### src/rtl/vga_pkg.sv
// Shared VGA timing constants, pixel layout and colours
// used by the timing controller and the page renderers.
package vga_pkg;

  localparam int H_ACTIVE = 640;
  localparam int H_FP     = 16;
  localparam int H_SYNC   = 96;
  localparam int H_BP     = 48;
  localparam int H_TOTAL  = H_ACTIVE + H_FP + H_SYNC + H_BP;

  localparam int V_ACTIVE = 480;
  localparam int V_FP     = 10;
  localparam int V_SYNC   = 2;
  localparam int V_BP     = 33;
  localparam int V_TOTAL  = V_ACTIVE + V_FP + V_SYNC + V_BP;

  localparam int PX_W      = 12;
  localparam int BLUE_LSB  = 8;
  localparam int GREEN_LSB = 4;
  localparam int RED_LSB   = 0;

  typedef logic [PX_W-1:0] pixel_t;

  typedef struct packed {
    logic [3:0] blue;
    logic [3:0] green;
    logic [3:0] red;
  } rgb_t;

  localparam pixel_t COL_BLACK   = 12'h000;
  localparam pixel_t COL_WHITE   = 12'hfff;
  localparam pixel_t COL_RED     = 12'h00f;
  localparam pixel_t COL_GREEN   = 12'h0f0;
  localparam pixel_t COL_BLUE    = 12'hf00;
  localparam pixel_t COL_YELLOW  = 12'h0ff;
  localparam pixel_t COL_CYAN    = 12'hff0;
  localparam pixel_t COL_MAGENTA = 12'hf0f;

  function automatic rgb_t px_split(pixel_t p);
    return rgb_t'(p);
  endfunction

endpackage

### src/rtl/vga_timing_ctrl_if.sv
// Coordinate / pixel bus between the timing controller
// and the page renderers.
interface vga_timing_ctrl_if;
  import vga_pkg::*;

  logic [9:0] x_pos;
  logic [9:0] y_pos;
  logic       active;
  logic       frame_start;
  pixel_t     pixel_data;

  modport master (
    output x_pos,
    output y_pos,
    output active,
    output frame_start,
    input  pixel_data
  );

  modport slave (
    input  x_pos,
    input  y_pos,
    input  active,
    input  frame_start,
    output pixel_data
  );

endinterface

### src/rtl/vga_delay_line.sv
// Fixed-depth shift register with a per-bit reset value,
// used to line sync/enable up with the renderer latency.
module vga_delay_line #(
  parameter int               DEPTH   = 1,
  parameter int               WIDTH   = 1,
  parameter logic [WIDTH-1:0] RST_VAL = '0
) (
  input  logic             vga_clk,
  input  logic             vga_rst,
  input  logic [WIDTH-1:0] d_i,
  output logic [WIDTH-1:0] q_o
);

  logic [WIDTH-1:0] stage_q [DEPTH];

  always_ff @(posedge vga_clk or posedge vga_rst) begin
    if (vga_rst) begin
      for (int i = 0; i < DEPTH; i++)
        stage_q[i] <= RST_VAL;
    end else begin
      stage_q[0] <= d_i;
      for (int i = 1; i < DEPTH; i++)
        stage_q[i] <= stage_q[i-1];
    end
  end

  assign q_o = stage_q[DEPTH-1];

endmodule

### src/rtl/vga_timing_ctrl.sv
// 640x480@60 VGA timing: coordinates out to the pages,
// latency-aligned sync and blanked RGB out to the pins.
module vga_timing_ctrl #(
  parameter int   H_ACTIVE = vga_pkg::H_ACTIVE,
  parameter int   H_FP     = vga_pkg::H_FP,
  parameter int   H_SYNC   = vga_pkg::H_SYNC,
  parameter int   H_BP     = vga_pkg::H_BP,
  parameter int   V_ACTIVE = vga_pkg::V_ACTIVE,
  parameter int   V_FP     = vga_pkg::V_FP,
  parameter int   V_SYNC   = vga_pkg::V_SYNC,
  parameter int   V_BP     = vga_pkg::V_BP,
  parameter logic SYNC_POL = 1'b0,
  parameter int   PIPE_LAT = 1
) (
  input  logic              vga_clk,
  input  logic              vga_rst,
  vga_timing_ctrl_if.master page,
  output logic              hs,
  output logic              vs,
  output logic [3:0]        vga_r,
  output logic [3:0]        vga_g,
  output logic [3:0]        vga_b
);

  localparam int H_TOT = H_ACTIVE + H_FP + H_SYNC + H_BP;
  localparam int V_TOT = V_ACTIVE + V_FP + V_SYNC + V_BP;

  localparam logic [9:0] H_LAST = 10'(H_TOT - 1);
  localparam logic [9:0] V_LAST = 10'(V_TOT - 1);
  localparam logic [9:0] H_VIS  = 10'(H_ACTIVE);
  localparam logic [9:0] V_VIS  = 10'(V_ACTIVE);
  localparam logic [9:0] HS_BEG = 10'(H_ACTIVE + H_FP);
  localparam logic [9:0] HS_END = 10'(H_ACTIVE + H_FP + H_SYNC);
  localparam logic [9:0] VS_BEG = 10'(V_ACTIVE + V_FP);
  localparam logic [9:0] VS_END = 10'(V_ACTIVE + V_FP + V_SYNC);

  localparam logic [2:0] DLY_RST = {~SYNC_POL, ~SYNC_POL, 1'b0};

  logic [9:0]    h_q, h_d;
  logic [9:0]    v_q, v_d;
  logic          h_vis, v_vis, active;
  logic          hs_raw, vs_raw;
  logic [2:0]    dly;
  logic          hs_q, vs_q;
  vga_pkg::rgb_t rgb_q, rgb_d;

  always_comb begin
    h_d = h_q + 10'd1;
    v_d = v_q;
    if (h_q == H_LAST) begin
      h_d = '0;
      v_d = (v_q == V_LAST) ? '0 : v_q + 10'd1;
    end
  end

  always_ff @(posedge vga_clk or posedge vga_rst) begin
    if (vga_rst) begin
      h_q <= '0;
      v_q <= '0;
    end else begin
      h_q <= h_d;
      v_q <= v_d;
    end
  end

  assign h_vis  = h_q < H_VIS;
  assign v_vis  = v_q < V_VIS;
  assign active = h_vis & v_vis;
  assign hs_raw = (h_q >= HS_BEG && h_q < HS_END) ? SYNC_POL : ~SYNC_POL;
  assign vs_raw = (v_q >= VS_BEG && v_q < VS_END) ? SYNC_POL : ~SYNC_POL;

  assign page.x_pos  = h_vis ? h_q : '0;
  assign page.y_pos  = v_vis ? v_q : '0;
  assign page.active = active;
  // Counters sit at (0,0) during reset; keep the pulse quiet until release.
  assign page.frame_start = ~vga_rst & (h_q == '0) & (v_q == '0);

  vga_delay_line #(
    .DEPTH   (PIPE_LAT),
    .WIDTH   (3),
    .RST_VAL (DLY_RST)
  ) u_align (
    .vga_clk (vga_clk),
    .vga_rst (vga_rst),
    .d_i     ({hs_raw, vs_raw, active}),
    .q_o     (dly)
  );

  assign rgb_d = dly[0] ? vga_pkg::px_split(page.pixel_data) : '0;

  always_ff @(posedge vga_clk or posedge vga_rst) begin
    if (vga_rst) begin
      hs_q  <= ~SYNC_POL;
      vs_q  <= ~SYNC_POL;
      rgb_q <= '0;
    end else begin
      hs_q  <= dly[2];
      vs_q  <= dly[1];
      rgb_q <= rgb_d;
    end
  end

  assign hs    = hs_q;
  assign vs    = vs_q;
  assign vga_r = rgb_q.red;
  assign vga_g = rgb_q.green;
  assign vga_b = rgb_q.blue;

endmodule

### src/flat_wrapper.sv
// flat-port wrapper written by rule: the top's interface ports become plain ports
module vga_timing_ctrl_flat 
#(
  parameter int   H_ACTIVE = vga_pkg::H_ACTIVE,
  parameter int   H_FP     = vga_pkg::H_FP,
  parameter int   H_SYNC   = vga_pkg::H_SYNC,
  parameter int   H_BP     = vga_pkg::H_BP,
  parameter int   V_ACTIVE = vga_pkg::V_ACTIVE,
  parameter int   V_FP     = vga_pkg::V_FP,
  parameter int   V_SYNC   = vga_pkg::V_SYNC,
  parameter int   V_BP     = vga_pkg::V_BP,
  parameter logic SYNC_POL = 1'b0,
  parameter int   PIPE_LAT = 1
)
  (vga_clk, vga_rst, hs, vs, vga_r, vga_g, vga_b, page_x_pos, page_y_pos, page_active, page_frame_start, page_pixel_data);
  vga_timing_ctrl_if page_i ();
  input  logic vga_clk;
  input  logic vga_rst;
  output logic hs;
  output logic vs;
  output logic [3:0] vga_r;
  output logic [3:0] vga_g;
  output logic [3:0] vga_b;
  output wire logic [$bits(page_i.x_pos)-1:0] page_x_pos;
  output wire logic [$bits(page_i.y_pos)-1:0] page_y_pos;
  output wire logic [$bits(page_i.active)-1:0] page_active;
  output wire logic [$bits(page_i.frame_start)-1:0] page_frame_start;
  input wire logic [$bits(page_i.pixel_data)-1:0] page_pixel_data;
  assign page_x_pos = page_i.x_pos;
  assign page_y_pos = page_i.y_pos;
  assign page_active = page_i.active;
  assign page_frame_start = page_i.frame_start;
  assign page_i.pixel_data = page_pixel_data;
  vga_timing_ctrl #(.H_ACTIVE(H_ACTIVE), .H_FP(H_FP), .H_SYNC(H_SYNC), .H_BP(H_BP), .V_ACTIVE(V_ACTIVE), .V_FP(V_FP), .V_SYNC(V_SYNC), .V_BP(V_BP), .SYNC_POL(SYNC_POL), .PIPE_LAT(PIPE_LAT)) u_core (.vga_clk(vga_clk), .vga_rst(vga_rst), .page(page_i), .hs(hs), .vs(vs), .vga_r(vga_r), .vga_g(vga_g), .vga_b(vga_b));
endmodule
### config.mk
export PLATFORM = sky130hd
export DESIGN_NAME = vga_timing_ctrl_flat
export DESIGN_NICKNAME = d
export VERILOG_FILES = /design/src/rtl/vga_pkg.sv /design/src/rtl/vga_timing_ctrl_if.sv /design/src/rtl/vga_delay_line.sv /design/src/rtl/vga_timing_ctrl.sv /design/src/flat_wrapper.sv
export SDC_FILE = /design/constraint.sdc
export NUM_CORES = 1
export LEC_CHECK = 0
export ABC_CLOCK_PERIOD_IN_PS = 4400
export CORE_MARGIN = 3
export CORE_UTILIZATION = 40
export DETAILED_ROUTE_END_ITERATION = 10
export GPL_TIMING_DRIVEN = 0
export PLACE_DENSITY = 0.69
export SYNTH_ARGS = -nofsm -noshare
export SYNTH_HDL_FRONTEND = slang
export SYNTH_SLANG_ARGS = --single-unit
### constraint.sdc
create_clock -name vga_clk -period 4.4 [get_ports vga_clk]
set_input_delay 1.32 -clock vga_clk [delete_from_list [all_inputs] [get_ports vga_clk]]
set_output_delay 1.32 -clock vga_clk [all_outputs]
set_load 0.05 [all_outputs]
==> run_results.csv, run 1 <==
group,metric,value,unit
final_layout,area_growth,35.8,%
detailed_routing,route.vias.total,1385,
power,ir_worst_vdd,182,uV
global_routing,grt_pass1_wl,6.28,mm
worst_setup_path,cp_max_fo,2,
sta,finalSetupViolCount,0,
synth,yosys_register_bits,37,
sta,final.setup.tns,0,ns
clock_tree,cts_setup_buffers,0,
global_routing,grt_max_degree,38,
global_routing,grt_usage,0.152,
clock_tree,cts_sinks,37,
sta,period_needed,4.16,ns
worst_setup_path,crit_type,"in -> out",
final_layout,design_area,0.00243,mm2
detailed_routing,route.met3.wl,267,um
worst_setup_path,crit_path_end_kind,"output pin",
synth,syn_nets,184,
hold_path,hp-class,"reg -> reg",
floorplanning,ios,50,
detailed_routing,drc_errors,0,
floorplanning,core_area,0.00417,mm2
sta,period_share,0.946,
power,power_switching,0.000151,W
sta,tightest_slew,0.745,ns
final_layout,nFillCells,351,
detailed_routing,routedWlPerCell,13.6,um
clock_tree,clk_path_buf_depth,2,
placement,place.gp.congestion,0.853,
worst_setup_path,worstPathArrival,2.84,ns
clock_tree,clock_latency,0.28,ns
final_layout,layout_common_cells,"clkdlybuf4s50_1 (47), dfrtp_1 (33), and2_1 (27)",
floorplanning,die_area,0.00532,mm2
floorplanning,rows,23,
final_layout,diodes,0,
synth,synth-edff-count,0,
clock_tree,clkTransAtPathRegs,0.07,ns
detailed_routing,wl_met1,1.79,mm
placement,hpwlAfterDp,2.66,mm
synth,async_reset_ff_frac,1.00,
sta,skew,0.00600,ns
synth,synth_area,0.00179,mm2
synth,yosys_warnings,0,
power,p_int,0.000533,W
worst_setup_path,start_kind,"input port",
detailed_routing,drt_wl_total,3.68,mm
clock_tree,root_buffer,"clkbuf_8",
detailed_routing,ant_nets,0,
sta,fmax,240,MHz
power,p_seq_frac,0.507,
worst_setup_path,required,3.08,ns
detailed_routing,wl_met2,1.58,mm
global_routing,overflow,0,
detailed_routing,maxUsedRoutingLayer,"met4",
sta,hold_viol,0,
synth,syn_area_per_cell,10.8,um2
global_routing,antenna_found_initial,0,
sta,slew_headroom,0.503,
clock_tree,cts_tree,"done",
outcome,status,"finished, final reports clean",
synth,synthFlopType,"dfrtp_1",
final_layout,drive_above_1_share,0.104,
power,powerDensity,281,mW/mm2
synth,yosysSeqAreaShare,0.520,
clock_tree,cts_hold_buf,0,
placement,place_ws,-0.289,ns
power,comb_power_share,0.082,
power,leakagePower,1.03,nW
placement,place_area,0.00233,mm2
final_layout,final_common_cell,"clkdlybuf4s50_1",
placement,port_buffers,48,
floorplanning,die_h,72.9,um
floorplanning,start_util,0.429,
clock_tree,cts_buffers,5,
synth,synth.distinct_cells,40,
sta,rsz0062_at_grt,"false",
global_routing,grt_pass1_vias,1306,
detailed_routing,dr.pass1.iters,4,
sta,slew_viol_final,0,
power,sw_frac_of_total,0.221,
floorplanning,die_x,72.9,um
sta,worst_slack,0.238,ns
detailed_routing,drtIter0Drc,32,
flow_run,max_cap_viol_count,0,
final_layout,nNetsFinal,239,
detailed_routing,viasPerCell,5.11,
synth,syn_inst,166,
power,p_clk_frac,0.410,
worst_setup_path,reg2reg_slack,2.48,ns
clock_tree,htree_num_levels,2,
==> through the flow <==
step / total power [W] / instances / utilization / hold WS, ns
5_1_grt: 0.000712 / 271 / 0.583 / 0.363
4_1_cts: 0.000693 / 271 / 0.584 / 0.358
3_5_place_dp: 0.000411 / 264 / 0.560 / 0.348
2_1_floorplan: 0.000385 / 166 / - / 0.345
6_report: 0.000684 / 271 / 0.583 / 0.357
3_3_place_gp: 0.000410 / 264 / 0.560 / 0.346
==> worst max-delay path, cell delays in order <==
cell and delay, ns:
clkdlybuf4s50_1 0.45, nor4b_2 0.28, nand4b_1 0.16, nor4_2 0.30, clkbuf_2 0.33
==> synth_stat cells (2+ instances only) <==
cell	number	area [um2]
and2_1	27	169
and3_1	5	31.3
and4_1	3	26.3
buf_4	2	15.0
buf_6	2	22.5
clkbuf_1	3	11.3
dfrtp_1	33	826
dfstp_2	4	105
ha_1	4	50.1
inv_1	7	26.3
nand2_1	5	18.8
nand3_1	9	45.0
nand4_1	8	50.1
nor2_1	8	30.0
nor2b_1	3	18.8
nor3_1	2	10.0
nor4_2	2	25.0
o21ai_1	8	40.0
o31ai_1	2	15.0
xnor2_1	6	52.6
xor2_1	4	35.0
==> flip-flops by register name, indices dropped and copies added (netlist names) <==
| name | count |
|---|---|
| u_core.h_q | 10 |
| u_core.v_q | 10 |
| u_core.vga_b | 4 |
| u_core.vga_g | 4 |
| u_core.vga_r | 4 |
| u_core.u_align.q_o | 3 |
| u_core.hs | 1 |
| u_core.vs | 1 |
==> path summary, 6_finish.rpt <==
| check | startpoint | depth (start not counted) | end |
|---|---|---|---|
| max | vga_rst | 5 | page_frame_start |
| min | u_core.u_align.q_o[2] | 0 | u_core.hs |
| max reg2reg | u_core.h_q[0] | 7 | u_core.v_q[6] |
| min reg2reg | u_core.u_align.q_o[2] | 0 | u_core.hs |
| max in group asynchronous | vga_rst | 2 | u_core.vga_b[2] |
| min in group asynchronous | vga_rst | 2 | u_core.h_q[1] |
==> repair_timing <==
| action | in CTS | in global routing |
|---|---|---|
| pin swaps | 0 | 0 |
| setup endpoints to repair | 1 | 1 |
| hold endpoints to repair | 0 | 0 |
| gates resized for setup | 1 | 3 |
==> power by group through the flow <==
stage                      logic, W  registers [W]  clock network [W]
final                     0.0000564       0.000347           0.000281
after global routing      0.0000602       0.000347           0.000304
after CTS                 0.0000573       0.000347           0.000289
after detailed placement  0.0000570       0.000354                  0
after global placement    0.0000567       0.000353                  0
after floorplan           0.0000113       0.000374                  0
==> routing by layer <==
layer  GRT usage  vias up
li1            -      682
met1       0.214      643
met2       0.222       53
met3      0.0386        7
met4      0.0594        0
met5           0        -
==> final cells by class <==
cell class	instances	area (um2)	area share
clock inverter	2	35.0	0.0144
inverter	7	26.3	0.0108
clock buffer	5	68.8	0.0283
multi-input combinational	115	786	0.323
tap	50	62.6	0.0257
buffer	7	48.8	0.0201
timing repair buffer	48	475	0.195
sequential	37	931	0.383
==> cells by family (layout without fill, tap and decap cells) <==
logic type	after synthesis	after routing	synth area share
adders and majority gates	4	4	0.0279
AOI/OAI and AO/OA	17	17	0.0580
and+or+nand+nor	82	82	0.295
DFF	37	37	0.520
xor gates and xnor gates	10	10	0.0489
buffers and inverters	14	69	0.0419
other	1	1	0.00209
muxes	1	1	0.00628
No activity file was read; power rests on OpenSTA's default activity.
==> run 2, diff against run 1 <==
ABC_CLOCK_PERIOD_IN_PS = 4450   (was 4400)
clock period = 4.45 ns   (was 4.4 ns; I/O delays follow)
==> results of run 2 <==
Same layout as run 1 (identical final DEF). Status: finished, final reports clean.
Main changes from that run: setup slack after placement -0.289 ns -> -0.269 ns; setup slack after layout 0.238 ns -> 0.258 ns; register-to-register setup slack 2.48 ns -> 2.53 ns; total power 0.000684 W -> 0.000676 W; worst IR drop on VDD 182 uV -> 180 uV
